**src/rtl/pw_bist_pkg.sv**
```systemverilog
// pw_bist_pkg -- shared definitions for the pointwise BIST driver.
//   bist_state_e    : driver FSM states (IDLE, RUN, DRAIN, DONE)
//   PW_LFSR_TAPS    : tap mask for x^16+x^14+x^13+x^11+1 (bits 15,13,12,10)
//   PW_DEFAULT_SEED : default generator load value
package pw_bist_pkg;

  typedef enum logic [1:0] {
    ST_IDLE  = 2'd0,
    ST_RUN   = 2'd1,
    ST_DRAIN = 2'd2,
    ST_DONE  = 2'd3
  } bist_state_e;

  localparam logic [15:0] PW_LFSR_TAPS    = 16'hB400;
  localparam logic [15:0] PW_DEFAULT_SEED = 16'hACE1;

endpackage

```
**src/rtl/pw_lfsr16.sv**
```systemverilog
// pw_lfsr16 -- Fibonacci shift register usable as a pattern generator
// (din tied to 0) or as a MISR (din = response word).
// Ports:
//   clk, rst  : clock, synchronous active-high reset (loads RST_VAL)
//   load      : load load_val (has priority over en)
//   load_val  : value loaded when load=1
//   en        : advance one step: next = {q[W-2:0], fb} ^ din
//   din       : word XORed into the next state when advancing
//   q         : current register state
module pw_lfsr16
  import pw_bist_pkg::*;
#(
  parameter int               WIDTH   = 16,
  parameter logic [WIDTH-1:0] RST_VAL = '0
) (
  input  logic             clk,
  input  logic             rst,
  input  logic             load,
  input  logic [WIDTH-1:0] load_val,
  input  logic             en,
  input  logic [WIDTH-1:0] din,
  output logic [WIDTH-1:0] q
);

  localparam logic [WIDTH-1:0] TAPS = WIDTH'(PW_LFSR_TAPS);

  logic [WIDTH-1:0] lfsr_q;
  logic [WIDTH-1:0] lfsr_d;
  logic             fb;

  always_comb begin
    // Feedback is the XOR of the tapped bits of the current state.
    fb     = ^(lfsr_q & TAPS);
    lfsr_d = lfsr_q;
    if (load) begin
      lfsr_d = load_val;
    end else if (en) begin
      lfsr_d = {lfsr_q[WIDTH-2:0], fb} ^ din;
    end
  end

  always_ff @(posedge clk) begin
    if (rst) begin
      lfsr_q <= RST_VAL;
    end else begin
      lfsr_q <= lfsr_d;
    end
  end

  assign q = lfsr_q;

endmodule

```
**src/rtl/pointwise_bist_driver.sv**
```systemverilog
// pointwise_bist_driver -- drives LFSR stimulus into a fixed-latency wrapped
// DUT and compacts the responses into a MISR signature.
// Ports:
//   clk          : single clock, rising edge
//   rst          : synchronous active-high reset
//   start        : begin a run (only looked at in IDLE)
//   num_vectors  : vectors per run, latched when a run is accepted
//   dut_in       : stimulus to the wrapper (0 outside RUN)
//   dut_out      : wrapper response, LATENCY cycles behind dut_in
//   busy         : high in RUN and DRAIN
//   done         : one-cycle pulse in DONE
//   signature    : MISR value, held until the next accepted start
// Optional (macro PW_BIST_CHECK_EN):
//   expected_sig : reference signature
//   pass         : 1 in DONE iff signature == expected_sig; held until next start
module pointwise_bist_driver
  import pw_bist_pkg::*;
#(
  parameter int               WIDTH   = 16,
  parameter int               LATENCY = 2,
  parameter int               CNT_W   = 16,
  parameter logic [WIDTH-1:0] SEED    = WIDTH'(PW_DEFAULT_SEED)
) (
  input  logic             clk,
  input  logic             rst,
  input  logic             start,
  input  logic [CNT_W-1:0] num_vectors,
  output logic [WIDTH-1:0] dut_in,
  input  logic [WIDTH-1:0] dut_out,
  output logic             busy,
  output logic             done,
  output logic [WIDTH-1:0] signature
`ifdef PW_BIST_CHECK_EN
  ,
  input  logic [WIDTH-1:0] expected_sig,
  output logic             pass
`endif
);

  bist_state_e        state_q, state_d;
  logic [CNT_W-1:0]   cnt_q, cnt_d;
  logic [LATENCY-1:0] vsr_q, vsr_d;
  logic [LATENCY-1:0] vsr_shift;
  logic               busy_q, busy_d;
  logic               done_q, done_d;
  logic               gen_load, gen_en, misr_load;
  logic [WIDTH-1:0]   gen_q, misr_q;

  // Valid pipeline: bit 0 marks a vector launched this cycle, the tail
  // lines up with the cycle its response is on dut_out.
  assign vsr_shift[0] = (state_q == ST_RUN);
  for (genvar gi = 1; gi < LATENCY; gi++) begin : g_vsr
    assign vsr_shift[gi] = vsr_q[gi-1];
  end

  always_comb begin
    state_d   = state_q;
    cnt_d     = cnt_q;
    gen_load  = 1'b0;
    gen_en    = 1'b0;
    misr_load = 1'b0;
    case (state_q)
      ST_IDLE: begin
        if (start) begin
          misr_load = 1'b1;
          if (num_vectors != '0) begin
            cnt_d    = num_vectors;
            gen_load = 1'b1;
            state_d  = ST_RUN;
          end else begin
            state_d  = ST_DONE;
          end
        end
      end
      ST_RUN: begin
        gen_en = 1'b1;
        cnt_d  = cnt_q - CNT_W'(1);
        if (cnt_q == CNT_W'(1)) begin
          // Counter is reused to time the drain window.
          cnt_d   = CNT_W'(LATENCY);
          state_d = ST_DRAIN;
        end
      end
      ST_DRAIN: begin
        cnt_d = cnt_q - CNT_W'(1);
        if (cnt_q == CNT_W'(1)) begin
          cnt_d   = '0;
          state_d = ST_DONE;
        end
      end
      ST_DONE: begin
        state_d = ST_IDLE;
      end
      default: begin
        state_d = ST_IDLE;
      end
    endcase
    vsr_d  = gen_load ? '0 : vsr_shift;
    busy_d = (state_d == ST_RUN) || (state_d == ST_DRAIN);
    done_d = (state_d == ST_DONE);
  end

`ifdef PW_BIST_CHECK_EN
  logic pass_q, pass_d;
  logic sig_match;

  assign sig_match = (misr_q == expected_sig);

  always_comb begin
    pass_d = pass_q;
    if (state_q == ST_DONE) begin
      pass_d = sig_match;
    end else if (misr_load) begin
      pass_d = 1'b0;
    end
  end

  // In DONE the live comparison is shown; afterwards the latched verdict.
  assign pass = (state_q == ST_DONE) ? sig_match : pass_q;
`endif

  always_ff @(posedge clk) begin
    if (rst) begin
      state_q <= ST_IDLE;
      cnt_q   <= '0;
      vsr_q   <= '0;
      busy_q  <= 1'b0;
      done_q  <= 1'b0;
`ifdef PW_BIST_CHECK_EN
      pass_q  <= 1'b0;
`endif
    end else begin
      state_q <= state_d;
      cnt_q   <= cnt_d;
      vsr_q   <= vsr_d;
      busy_q  <= busy_d;
      done_q  <= done_d;
`ifdef PW_BIST_CHECK_EN
      pass_q  <= pass_d;
`endif
    end
  end

  pw_lfsr16 #(
    .WIDTH   (WIDTH),
    .RST_VAL (SEED)
  ) u_gen (
    .clk      (clk),
    .rst      (rst),
    .load     (gen_load),
    .load_val (SEED),
    .en       (gen_en),
    .din      ('0),
    .q        (gen_q)
  );

  pw_lfsr16 #(
    .WIDTH   (WIDTH),
    .RST_VAL ('0)
  ) u_misr (
    .clk      (clk),
    .rst      (rst),
    .load     (misr_load),
    .load_val ('0),
    .en       (vsr_q[LATENCY-1]),
    .din      (dut_out),
    .q        (misr_q)
  );

  assign dut_in    = (state_q == ST_RUN) ? gen_q : '0;
  assign busy      = busy_q;
  assign done      = done_q;
  assign signature = misr_q;

endmodule

```
**config.mk**
```make
export PLATFORM = sky130hd
export DESIGN_NAME = pointwise_bist_driver
export DESIGN_NICKNAME = d
export VERILOG_FILES = /design/src/rtl/pw_bist_pkg.sv /design/src/rtl/pw_lfsr16.sv /design/src/rtl/pointwise_bist_driver.sv
export SDC_FILE = /design/constraint.sdc
export NUM_CORES = 1
export LEC_CHECK = 0
export BUFFER_PORTS_ARGS = -buffer_cell sky130_fd_sc_hd__buf_2
export CORE_MARGIN = 10
export CORE_UTILIZATION = 55
export CTS_BUF_LIST = sky130_fd_sc_hd__clkbuf_2
export DETAILED_ROUTE_END_ITERATION = 7
export PLACE_DENSITY = 0.82
export SLEW_MARGIN = 20
export SYNTH_ARGS = -nofsm -noshare
export SYNTH_HDL_FRONTEND = slang
export SYNTH_SLANG_ARGS = --single-unit
```
**constraint.sdc**
```tcl
create_clock -name clk -period 6 [get_ports clk]
set_input_delay 1.5 -clock clk [delete_from_list [all_inputs] [get_ports clk]]
set_output_delay 1.5 -clock clk [all_outputs]
set_load 0.02 [all_outputs]
```
==> metrics list, run 1 <==
* Number of routed nets with antenna violations: 0
- CTS tree: done
* Number of warning messages in the yosys log: 0
* Vias in the first global route: 2355
- In the post-synthesis netlist, the biggest area contributors are dfxtp_1, xnor2_1, a21oi_1, nor2_1, a211oi_1.
- The die is 91.2 um wide.
- In this run the most critical hold path is launched from vsr_q[0].
- In the routed layout, each cell is associated on average with a via count of 5.74.
- For this design, the slowest cell found on the critical path is ha_1.
- Areal power density over the cells: 528 nW/um^2
- Dividing the synthesized area by the synthesized cell count gives 8.81 um^2.
- CTS sink cnt: 54
* Critical Path AT: 2.03 ns
- The HPWL after detailed placement is 5160 um.
- Mapped Nets: 360
- Post-CTS repair timing setup buffer count: 0
- Adding up every negative setup slack in the final design gives 0 ns.
* Maximum fanout count along the critical path: 22
- Of the total power, combinational logic draws 0.585.
- Most frequently used flop master after synthesis: dfxtp_1
* Clock latency on the worst-skew pair: 0.45 ns
- Number of I/O port buffers: 68
* Max incr delay on CP: 0.58 ns
- Timing analysis after detailed placement gives a worst setup slack of 2.38 ns.
- TritonCTS created 5 clock buffers.
- The first global-routing pass estimated 11600 um of wire.
- Gp weighted congestion: 0.890
- Cell count after synthesis: 317
* Launching point of the worst reg2reg path: state_q[1]
- The run finished with clean final reports.
- STA puts the critical path data required time at 4.50 ns.
- The critical path goes through inv_1, ha_1, and2_1, buf_2.
- For this run, the total global-route usage over all layers was measured as 0.163.
- Hold violation total from the final report: 0
- 69 I/O pins were placed.
- Deepest clock path buffer count: 2
* Area added between synthesis and finish: 14.7%
- Fill cells in the final layout number 455.
- Max Clk Rate: 283 MHz
- Cell Int Power: 0.000864 W
- The worst setup path is launched from a flip-flop.
- Post-route clock period utilization: 0.588
* Least setup slack across all paths after layout: 2.47 ns
* Clock-pin slew on the worst setup and hold paths: 0.28 ns
- Worst min path class: flip-flop to flip-flop
- Setup violations remaining at the end of the flow were counted as 0.
- Core outline area: 4820 um^2
* Fraction of layout instances using a drive strength above 1: 0.234
- The clock period could shrink to 3.53 ns.
- Max-slew headroom at the worst pin: 0.334
- Top Family by Delay on Critical Path: adder cells
* Wire length reported by the detailed router: 6970 um
* Cell area after synthesis: 2790 um^2
* Final #Nets: 418
* Residual overflow from global routing: 0
- Endpoint type of the worst setup path: output port
* Initial Utilization: 0.579
- Flop pwr share: 0.326
- Across the routed clock network, the largest skew measured is 0.00492 ns.
- The detailed router placed 2543 vias in this run.
* Worst setup path class: flip-flop to output port
* Violation count after the first detailed-route iteration: 156
- Gates resized, CTS repair: 0
* Post-synthesis sequential element count: 54
- The synthesized design contains 0 enable-type register cells.
* Initial antenna violation count: 0
- Fraction of power spent switching nets: 0.488
- Wire length per cell: 15.7 um
- For this run, the detailed router's first-pass iteration total came to 4.
- In this run the worst setup path begins at state_q[1].
- The number of pins exceeding their max-slew limit in the final report came to 0.
- RSZ-0062 raised after global routing: no
* Maximum number of pins on one net before global-route repair: 37
- Max-cap violations in this run came to 0.
* Die Y: 91.2 um
* Fraction of post-synthesis cell area in the top cell type by area: 0.387
- Switching power summed over all nets: 0.000825 W
* Area of the die: 8320 um^2
* Transition time at the pin with the least slew margin: 0.993 ns
- The share of the Yosys chip area taken by registers is 0.387.
- 0 antenna diodes ended up in the layout.
* FP Rows: 25
- Overall power consumption after layout is estimated at 0.00169 W.
- After detailed routing, the number of remaining DRC violations is 0.
* Unique cell type count in the Yosys netlist: 45
- Of the total power, the clock network draws 0.089.
- Cell taking the most area after synthesis: dfxtp_1
- CTS built an H-tree with a depth of 2.
- After synthesis, the share of flip-flops with an asynchronous set or reset is 0.
- The worst-case IR drop observed on VDD is 0.336 mV.
- Counting both buffers and inverters, the worst setup path holds a total of 2.
* Root cell of the clock tree: clkbuf_2
- Hold repair after CTS inserted 0 buffers.
- P_leak: 1.27 nW
[layout make-up]
class                   count  area (um^2)  area share
flip-flops and latches     54         1080       0.338
clock buffers               5         25.0     0.00782
inverters                  14         52.6      0.0164
multi-input cells         231         1590       0.496
clock inverters             3         21.3     0.00665
well taps                  67         83.8      0.0262
repair buffers             69          348       0.109
[placed cells by master (no fill, tap or decap), types with 4 or more instances in the layout]
cell,netlist,routed
a211o_1,7,7
a211oi_1,16,16
a21oi_1,27,27
a22oi_1,7,7
a32oi_1,5,5
and2_1,17,17
buf_2,1,68
clkbuf_2,0,5
dfxtp_1,54,54
ha_1,8,8
inv_1,13,13
nand2_1,7,7
nand2b_1,14,14
nand4_1,4,4
nor2_1,34,34
nor2b_1,4,4
nor3_1,5,5
nor4_1,8,8
o32ai_1,12,12
or3_1,4,4
xnor2_1,22,22
[final timing paths]
kind                            depth (start not counted)    endpoint  slack [ns]
worst max-delay path                                    4  dut_in[11]        2.47
worst min-delay path                                    1    vsr_q[1]        0.47
worst max register to register                          6    cnt_q[2]        3.18
worst min register to register                          1    vsr_q[1]        0.47
[stage by stage]
stage / instance area (um^2) / hold WS (ns) / utilization / cells
final: 3200 / 0.470 / 0.664 / 443
after detailed placement: 3150 / 0.414 / 0.653 / 435
after global placement: 3150 / 0.407 / 0.653 / 435
after floorplan: 2790 / 0.406 / - / 317
after CTS: 3190 / 0.475 / 0.663 / 443
after global routing: 3200 / 0.499 / 0.664 / 443
[kinds of logic after synthesis]
group           share of synthesized area
simple gates                        0.205
compound gates                      0.253
flops                               0.387
buf+inv                            0.0462
xor+xnor                           0.0690
fa+ha+maj                          0.0359
mux                               0.00359
[cells in the mapped netlist, types with 3 or more instances]
cell type	number
dfxtp_1	54
nor2_1	34
a21oi_1	27
xnor2_1	22
and2_1	17
a211oi_1	16
clkbuf_1	14
nand2b_1	14
inv_1	13
o32ai_1	12
ha_1	8
nor4_1	8
a211o_1	7
a22oi_1	7
nand2_1	7
a32oi_1	5
nor3_1	5
nand4_1	4
nor2b_1	4
or3_1	4
a21o_1	3
nand3_1	3
o21ai_0	3
o22ai_1	3
[flip-flops by register name, indices dropped and copies added, names as in the netlist]
| name | flops |
|---|---|
| busy | 1 |
| cnt_q | 16 |
| done | 1 |
| state_q | 2 |
| u_gen.q | 16 |
| u_misr.q | 16 |
| vsr_q | 2 |
[metal layers]
layer / wire, um / track usage / vias to the layer above
li1: - / - / 1274
met1: 3150 / 0.209 / 1182
met5: 0 / 0 / -
met3: 542 / 0.0568 / 10
met4: 70 / 0.0418 / 0
met2: 3220 / 0.254 / 77
[power by group through the flow]
stage          logic (W)  clock network, W  registers, W
2_1_floorplan   0.000757                 0      0.000548
3_3_place_gp    0.000959                 0      0.000550
3_5_place_dp    0.000970                 0      0.000558
4_1_cts         0.000974          0.000154      0.000550
5_1_grt          0.00110          0.000172      0.000566
6_report        0.000989          0.000150      0.000551
Note: power is estimated with default switching activity, not from simulation.
==> run 2, diff against run 1 <==
Settings changed: ABC_AREA set to 1, PLACE_DENSITY 0.82 to 0.81.
Clock period 6 ns to 3.3 ns, I/O delays scaled along.
==> metrics list, run 2 <==
- Run status: finished, final reports clean
- FP Rows: 27 (+8.0%)
- The area of the placeable core is 5570 um^2 (+16%).
- Post-Place Cell Area: 3520 um^2 (+12%)
- The final wirelength came to 7900 um (+13%).
* Cell area after layout: 3580 um^2 (+12%)
* Fill count: 521 (+15%)
* Areal power density over the cells: 465 nW/um^2 (-12%)
- The global-route wire length before repair was 13400 um (+15%).
- The number of nets with antenna violations after detailed routing was 0 (unchanged).
- The number of buffers inserted by post-CTS setup repair came to 0 (unchanged).
- Max Clk Rate: 359 MHz
- The slew at the pin closest to its max-slew limit is 0.673 ns (-0.320 ns).
- In the post-synthesis netlist, the cell with the most instances is nand2_1.
- Max-slew headroom at the worst pin: 0.551 (+0.217)
* Gates resized, CTS repair: 0 (unchanged)
- The worst setup path is captured at an output port.
* Sum of negative setup slack: 0 ns (unchanged)
- The min-delay analysis places its worst path in the category flip-flop to flip-flop.
- The total clock buffers created by CTS was 5 (unchanged).
- Pre-CTS worst setup slack: 0.726 ns (-1.66 ns)
- CTS tree: done
- RSZ-0062 raised after global routing: no
- Most frequently used flop master after synthesis: dfxtp_1
- The number of setup violations in the final report was 0 (unchanged).
* Post-synth ARST share: 0 (unchanged)
- The HPWL after detailed placement came to 6000 um (+16%).
- Worst setup path class: flip-flop to output port
- The overall die height is 96.1 um (+5.4%).
- The vias per cell was 4.95 (-14%).
- The total congestion overflow after global routing came to 0 (unchanged).
* Fraction of layout instances using a drive strength above 1: 0.181 (-0.0532)
- Worst hold slack after final layout: 0.417 ns (-0.0528 ns)
* DRC errors left: 0 (unchanged)
* Average size of a mapped cell: 6.48 um^2 (-26%)
- Initial antenna violation count: 0 (unchanged)
- The number of distinct library cells after synthesis came to 30 (-33%).
* Maximum number of pins on one net before global-route repair: 21 (-43%)
* Gp weighted congestion: 0.887 (-0.37%)
* Deepest clock path buffer count: 2 (unchanged)
- Post-route minimum period: 2.79 ns
* CTS sink cnt: 54 (unchanged)
* Overall via count from detail_route: 3096 (+22%)
* Area added between synthesis and finish: 12.4%
- Cell area after synthesis: 3190 um^2 (+14%)
* Clock-pin slew on the worst setup and hold paths: 0.26 ns (-0.02 ns)
- Final #Nets: 596 (+43%)
* P_leak: 2.00 nW (+58%)
- GR Util All Layers: 0.178 (+0.0155)
- Wire length per cell: 12.6 um (-20%)
- The number of pins exceeding their max-slew limit in the final report was 0 (unchanged).
* Worst IR Drop VDD: 0.272 mV (-19%)
* Max cap viols: 0 (unchanged)
- The area share of the leading cell type in the synthesized netlist came to 0.339 (-0.0482).
* Number of search-and-repair iterations in the first detailed-routing pass: 4 (unchanged)
- The number of enable-type register cells in the synthesized netlist is 0 (unchanged).
* Number of I/O pins: 69 (unchanged)
* Root cell of the clock tree: clkbuf_2
- Floorplan die width: 96.1 um (+5.4%)
- Post-route clock period utilization: 0.844
- Area of the die: 9240 um^2 (+11%)
- Setup crit start kind: flip-flop
* Critical Path AT: 1.96 ns (-0.07 ns)
* Clock tree skew after final layout: 0.0143 ns (+0.00942 ns)
* Cell taking the most area after synthesis: dfxtp_1
- The first-iteration detailed-routing DRC count came to 218 (+40%).
* Cell count after synthesis: 492 (+55%)
* Top post-synthesis cells by count: nand2_1, nor2_1, inv_1
- The maximum fanout count along the critical path is 20 (-9.1%).
- Post-synthesis sequential element count: 54 (unchanged)
- Most frequent standard cell in the layout excluding fill and tap cells: nand2_1
- Crit path required time: 2.47 ns (-2.03 ns)
- The number of global-route vias before repair came to 2999 (+27%).
- Clock latency on the worst-skew pair: 0.44 ns (about the same)
- The share of the yosys chip area belonging to registers came to 0.339 (-0.0482).
- Hold violation total from the final report: 0 (unchanged)
- Least setup slack across all paths after layout: 0.514 ns (-1.96 ns)
- Number of warning messages in the yosys log: 0 (unchanged)
- The total of hold buffers inserted after clock tree synthesis was 0 (unchanged).
- The post-synthesis net count came to 535 (+49%).
- Most area-consuming cells after synthesis: dfxtp_1, nand2_1, nor2_1, inv_1, xor2_1
* Commonest cells after routing, fill and taps aside: nand2_1, nor2_1, buf_2
- The effective utilization at floorplan is 0.572 (-0.00754).
* Depth of the CTS H-tree: 2 (unchanged)
- The count of port buffers added during placement was 68 (unchanged).
- Antenna Diode Count: 0 (unchanged)
-- run 2: changes by cell type after synthesis, sizes merged, moves of 17 or more --
cell,previous run,this run
nand2,7,120
nor2,34,123
inv,13,66
xor2,0,23
o21ai,4,22
xnor2,22,3
a211oi,17,0
and2,18,0
-- run 2: worst paths after layout --
kind | cells after the start | end | start | slack (ns)
max | 5 | dut_in[5] | state_q[1] | 0.51
min | 2 | vsr_q[1] | vsr_q[0] | 0.42
max reg2reg | 5 | u_gen.q[13] | state_q[1] | 1.12
min reg2reg | 2 | vsr_q[1] | vsr_q[0] | 0.42
-- run 2: metrics by stage --
stage	utilization	instances	total power (W)
finish	0.643	625	0.00167
global route	0.643	625	0.00179
CTS	0.643	625	0.00167
detailed placement	0.631	618	0.00134
global placement	0.631	618	0.00133
floorplan	-	492	0.00120
-- run 2: critical path: stages (launching register included) --
cell and delay (ns):
dfxtp_1 0.42, inv_1 0.12, ha_1 0.60, nand2_1 0.11, inv_1 0.10, buf_2 0.16
-- run 2: per-layer routing --
| layer | wire length (um) | global-route usage | up-vias | share of wire |
|---|---|---|---|---|
| met5 | 0 | 0 | - | 0 |
| met4 | 91 | 0.0688 | 0 | 0.012 |
| met3 | 785 | 0.0553 | 8 | 0.099 |
| met2 | 3650 | 0.285 | 91 | 0.46 |
| met1 | 3370 | 0.218 | 1374 | 0.43 |
| li1 | - | - | 1623 | - |
-- run 2: cell families after synthesis --
family / Yosys count / share of synthesized area
flip-flops: 54 / 0.339
AO/OA/AOI/OAI: 50 / 0.0891
XOR/XNOR: 26 / 0.0714
buffers and inverters: 82 / 0.112
adder cells (fa/ha/maj): 8 / 0.0314
AND/OR/NAND/NOR: 272 / 0.357
-- run 2: power by group --
part	leakage [nW]	internal [W]	switching [W]	total, W
registers	0.441	0.000708	0.0000453	0.000753
clock network	0.0390	0.000126	0.000207	0.000332
logic	1.52	0.000195	0.000386	0.000581
-- run 2: layout make-up --
| cell class | count | area, um^2 | area share |
|---|---|---|---|
| multi-input cells | 356 | 1750 | 0.488 |
| flip-flops and latches | 54 | 1080 | 0.302 |
| repair buffers | 69 | 348 | 0.0971 |
| inverters | 67 | 251 | 0.0702 |
| well taps | 72 | 90.1 | 0.0251 |
| clock inverters | 2 | 38.8 | 0.0108 |
| clock buffers | 5 | 25.0 | 0.00698 |
==> run 3, diff against run 2 <==
Settings changed: CORE_UTILIZATION 55 to 51, PLACE_DENSITY 0.81 to 0.79.
Clock period 3.3 ns to 2.46 ns, I/O delays scaled along.
==> metrics list, run 3 (synthesis gave the netlist of run 2 again) <==
- Worst reg2reg endpoint: cnt_q[8]
- Most frequent standard cell in the layout excluding fill and tap cells: nand2_1
- Max Clk Rate: 439 MHz
- The later-pin clock latency in the skew report is 0.44 ns (about the same).
- Overall via count from detail_route: 3155 (+1.9%)
* List of cells traversed by the critical path: inv_1, ha_1, buf_6, nand2_1, inv_1, buf_2
- The first-iteration detailed-routing DRC count came to 146 (-33%).
* Crit path required time: 1.85 ns (-0.62 ns)
- The clock period could shrink to 2.28 ns.
- In this run the most critical hold path is launched from rst.
- The delay contributed by the slowest stage of the critical path is 0.48 ns (-0.12 ns).
- GR Util All Layers: 0.157 (-0.0213)
- Worst setup path class: flip-flop to output port
- Half-perimeter wire length after detailed placement: 6100 um (+1.7%)
- The run finished with clean final reports.
- Number of I/O pins: 69 (unchanged)
- Clock-pin slew on the worst setup and hold paths: 0.27 ns (about the same)
- Worst IR Drop VDD: 0.425 mV (+56%)
- The effective utilization at floorplan came to 0.532 (-0.0398).
- The vias per cell was 4.98 (+0.46%).
* Number of routed nets with antenna violations: 0 (unchanged)
- Post-CTS repair timing setup buffer count: 0 (unchanged)
- Area of the die: 9810 um^2 (+6.2%)
- The proportion of layout cells with a drive suffix above 1 was 0.190 (+0.00879).
- The DRC violation count after routing came to 0 (unchanged).
- The number of pins exceeding their max-slew limit in the final report is 0 (unchanged).
* CTS buffer count: 5 (unchanged)
- Post-route clock period utilization: 0.926
- Number of I/O port buffers: 68 (unchanged)
- The path class of the tightest hold or removal check is input pin to flip-flop.
- Cell occurring most often along the worst timing path: inv_1
* Maximum number of pins on one net before global-route repair: 21 (unchanged)
* FP Rows: 28 (+3.7%)
* Area added between synthesis and finish: 13.3%
- The maximum root-to-sink buffer count was 2 (unchanged).
- Maximum fanout count along the critical path: 20 (unchanged)
- Core outline area: 5990 um^2 (+7.5%)
- Residual overflow from global routing: 0 (unchanged)
- Worst-path cell with the longest stage delay: dfxtp_1
- In the layout the commonest cells are nand2_1, nor2_1, buf_2.
- Sum of negative setup slack: 0 ns (unchanged)
- Min-Delay Endpoint: done
- Hold violation total from the final report: 0 (unchanged)
* Wire length per cell: 12.5 um (-0.81%)
- Antenna Diode Count: 0 (unchanged)
- Max cap viols: 0 (unchanged)
- The tightest hold margin was 0.412 ns (-0.00518 ns).
- Worst Reg-to-Reg Cells: 8 (+3)
* Final #Nets: 602 (+1.0%)
- The initial antenna violation count is 0 (unchanged).
* Vias in the first global route: 3005 (+0.20%)
- TritonCTS built the clock tree.
* CTS sink cnt: 54 (unchanged)
- Count of endpoints failing setup in the final report: 0 (unchanged)
* Critical Path AT: 1.66 ns (-0.30 ns)
- Clock tree skew after final layout: 0.0198 ns (+0.00545 ns)
- Global-route wire length before repair: 13200 um (-0.82%)
- Number of search-and-repair iterations in the first detailed-routing pass: 4 (unchanged)
* P_leak: 2.02 nW (+1.0%)
* Wire length reported by the detailed router: 7950 um (+0.62%)
- The startpoint identified for the worst register-to-register timing path is state_q[1].
- RSZ-0062 raised after global routing: no
- The count of placed standard cells in the final layout, fillers left out is 634 (+1.4%).
- The total number of H-tree levels was 2 (unchanged).
* Max-slew headroom at the worst pin: 0.685 (+0.134)
* Die Y: 99.1 um (+3.0%)
- The last weighted congestion value of the routability-driven placer came to 0.902 (+1.7%).
- Areal power density over the cells: 594 nW/um^2 (+28%)
- The tree is rooted in a clkbuf_2.
* Hold Crit Depth: 2 (unchanged)
- Setup crit start kind: flip-flop
* Worst setup slack for register-to-register paths: 0.58 ns (-0.54 ns)
* Floorplan die width: 99.1 um (+3.0%)
- Post-placement cell count: 627 (+1.5%)
- STA classifies the critical path endpoint as an output port.
- The slew at the pin closest to its max-slew limit came to 0.471 ns (-0.202 ns).
-- run 3: timing repair --
item / CTS / global route
hold buffers: 0 / 0
gates resized for setup: 0 / 1
setup endpoints to repair: 0 / 15
hold endpoints to repair: 0 / 0
-- run 3: metal layers --
metal	vias to the layer above	wire length [um]	track usage
li1	1641	-	-
met1	1400	3520	0.191
met2	105	3670	0.264
met3	9	655	0.0363
met4	0	101	0.0529
met5	-	0	0
-- run 3: cell type report --
| class | instances | area, um^2 |
|---|---|---|
| sequential | 54 | 1080 |
| inverter | 67 | 251 |
| timing repair buffer | 75 | 397 |
| tap | 75 | 93.8 |
| multi-input combinational | 356 | 1750 |
| clock buffer | 5 | 25.0 |
| fill | 588 | 2380 |
| clock inverter | 2 | 13.8 |
-- run 3: how the worst max path moves through the flow --
stage                       to             from  cells past startpoint  slack [ns]
CTS                  dut_in[0]       state_q[1]                      6        0.12
floorplan           dut_in[10]       state_q[1]                      6        0.71
finish               dut_in[0]       state_q[1]                      6        0.18
global placement          busy  num_vectors[10]                     11        0.62
global route         dut_in[9]       state_q[1]                      6        0.01
detailed placement  u_gen.q[8]  num_vectors[13]                      8        0.58
-- run 3: per-stage QoR --
stage / instance area, um^2 / total power, W / utilization / setup slack, ns
finish: 3610 / 0.00215 / 0.603 / 0.182
global route: 3610 / 0.00231 / 0.603 / 0.0130
CTS: 3610 / 0.00215 / 0.602 / 0.125
global placement: 3570 / 0.00179 / 0.596 / 0.619
detailed placement: 3570 / 0.00180 / 0.596 / 0.581
floorplan: 3190 / 0.00162 / - / 0.706
-- run 3: power breakdown --
part,switching (W),internal [W]
logic,0.000518,0.000273
registers,0.0000584,0.000950
clock network,0.000279,0.0000674
-- run 3: worst max-delay path: cells and delay by family, from the launching register on --
| kind | cells | cell delay (ns) |
|---|---|---|
| DFF | 1 | 0.48 |
| and+or+nand+nor | 1 | 0.07 |
| adders and majority gates | 1 | 0.20 |
| buffers and inverters | 4 | 0.47 |
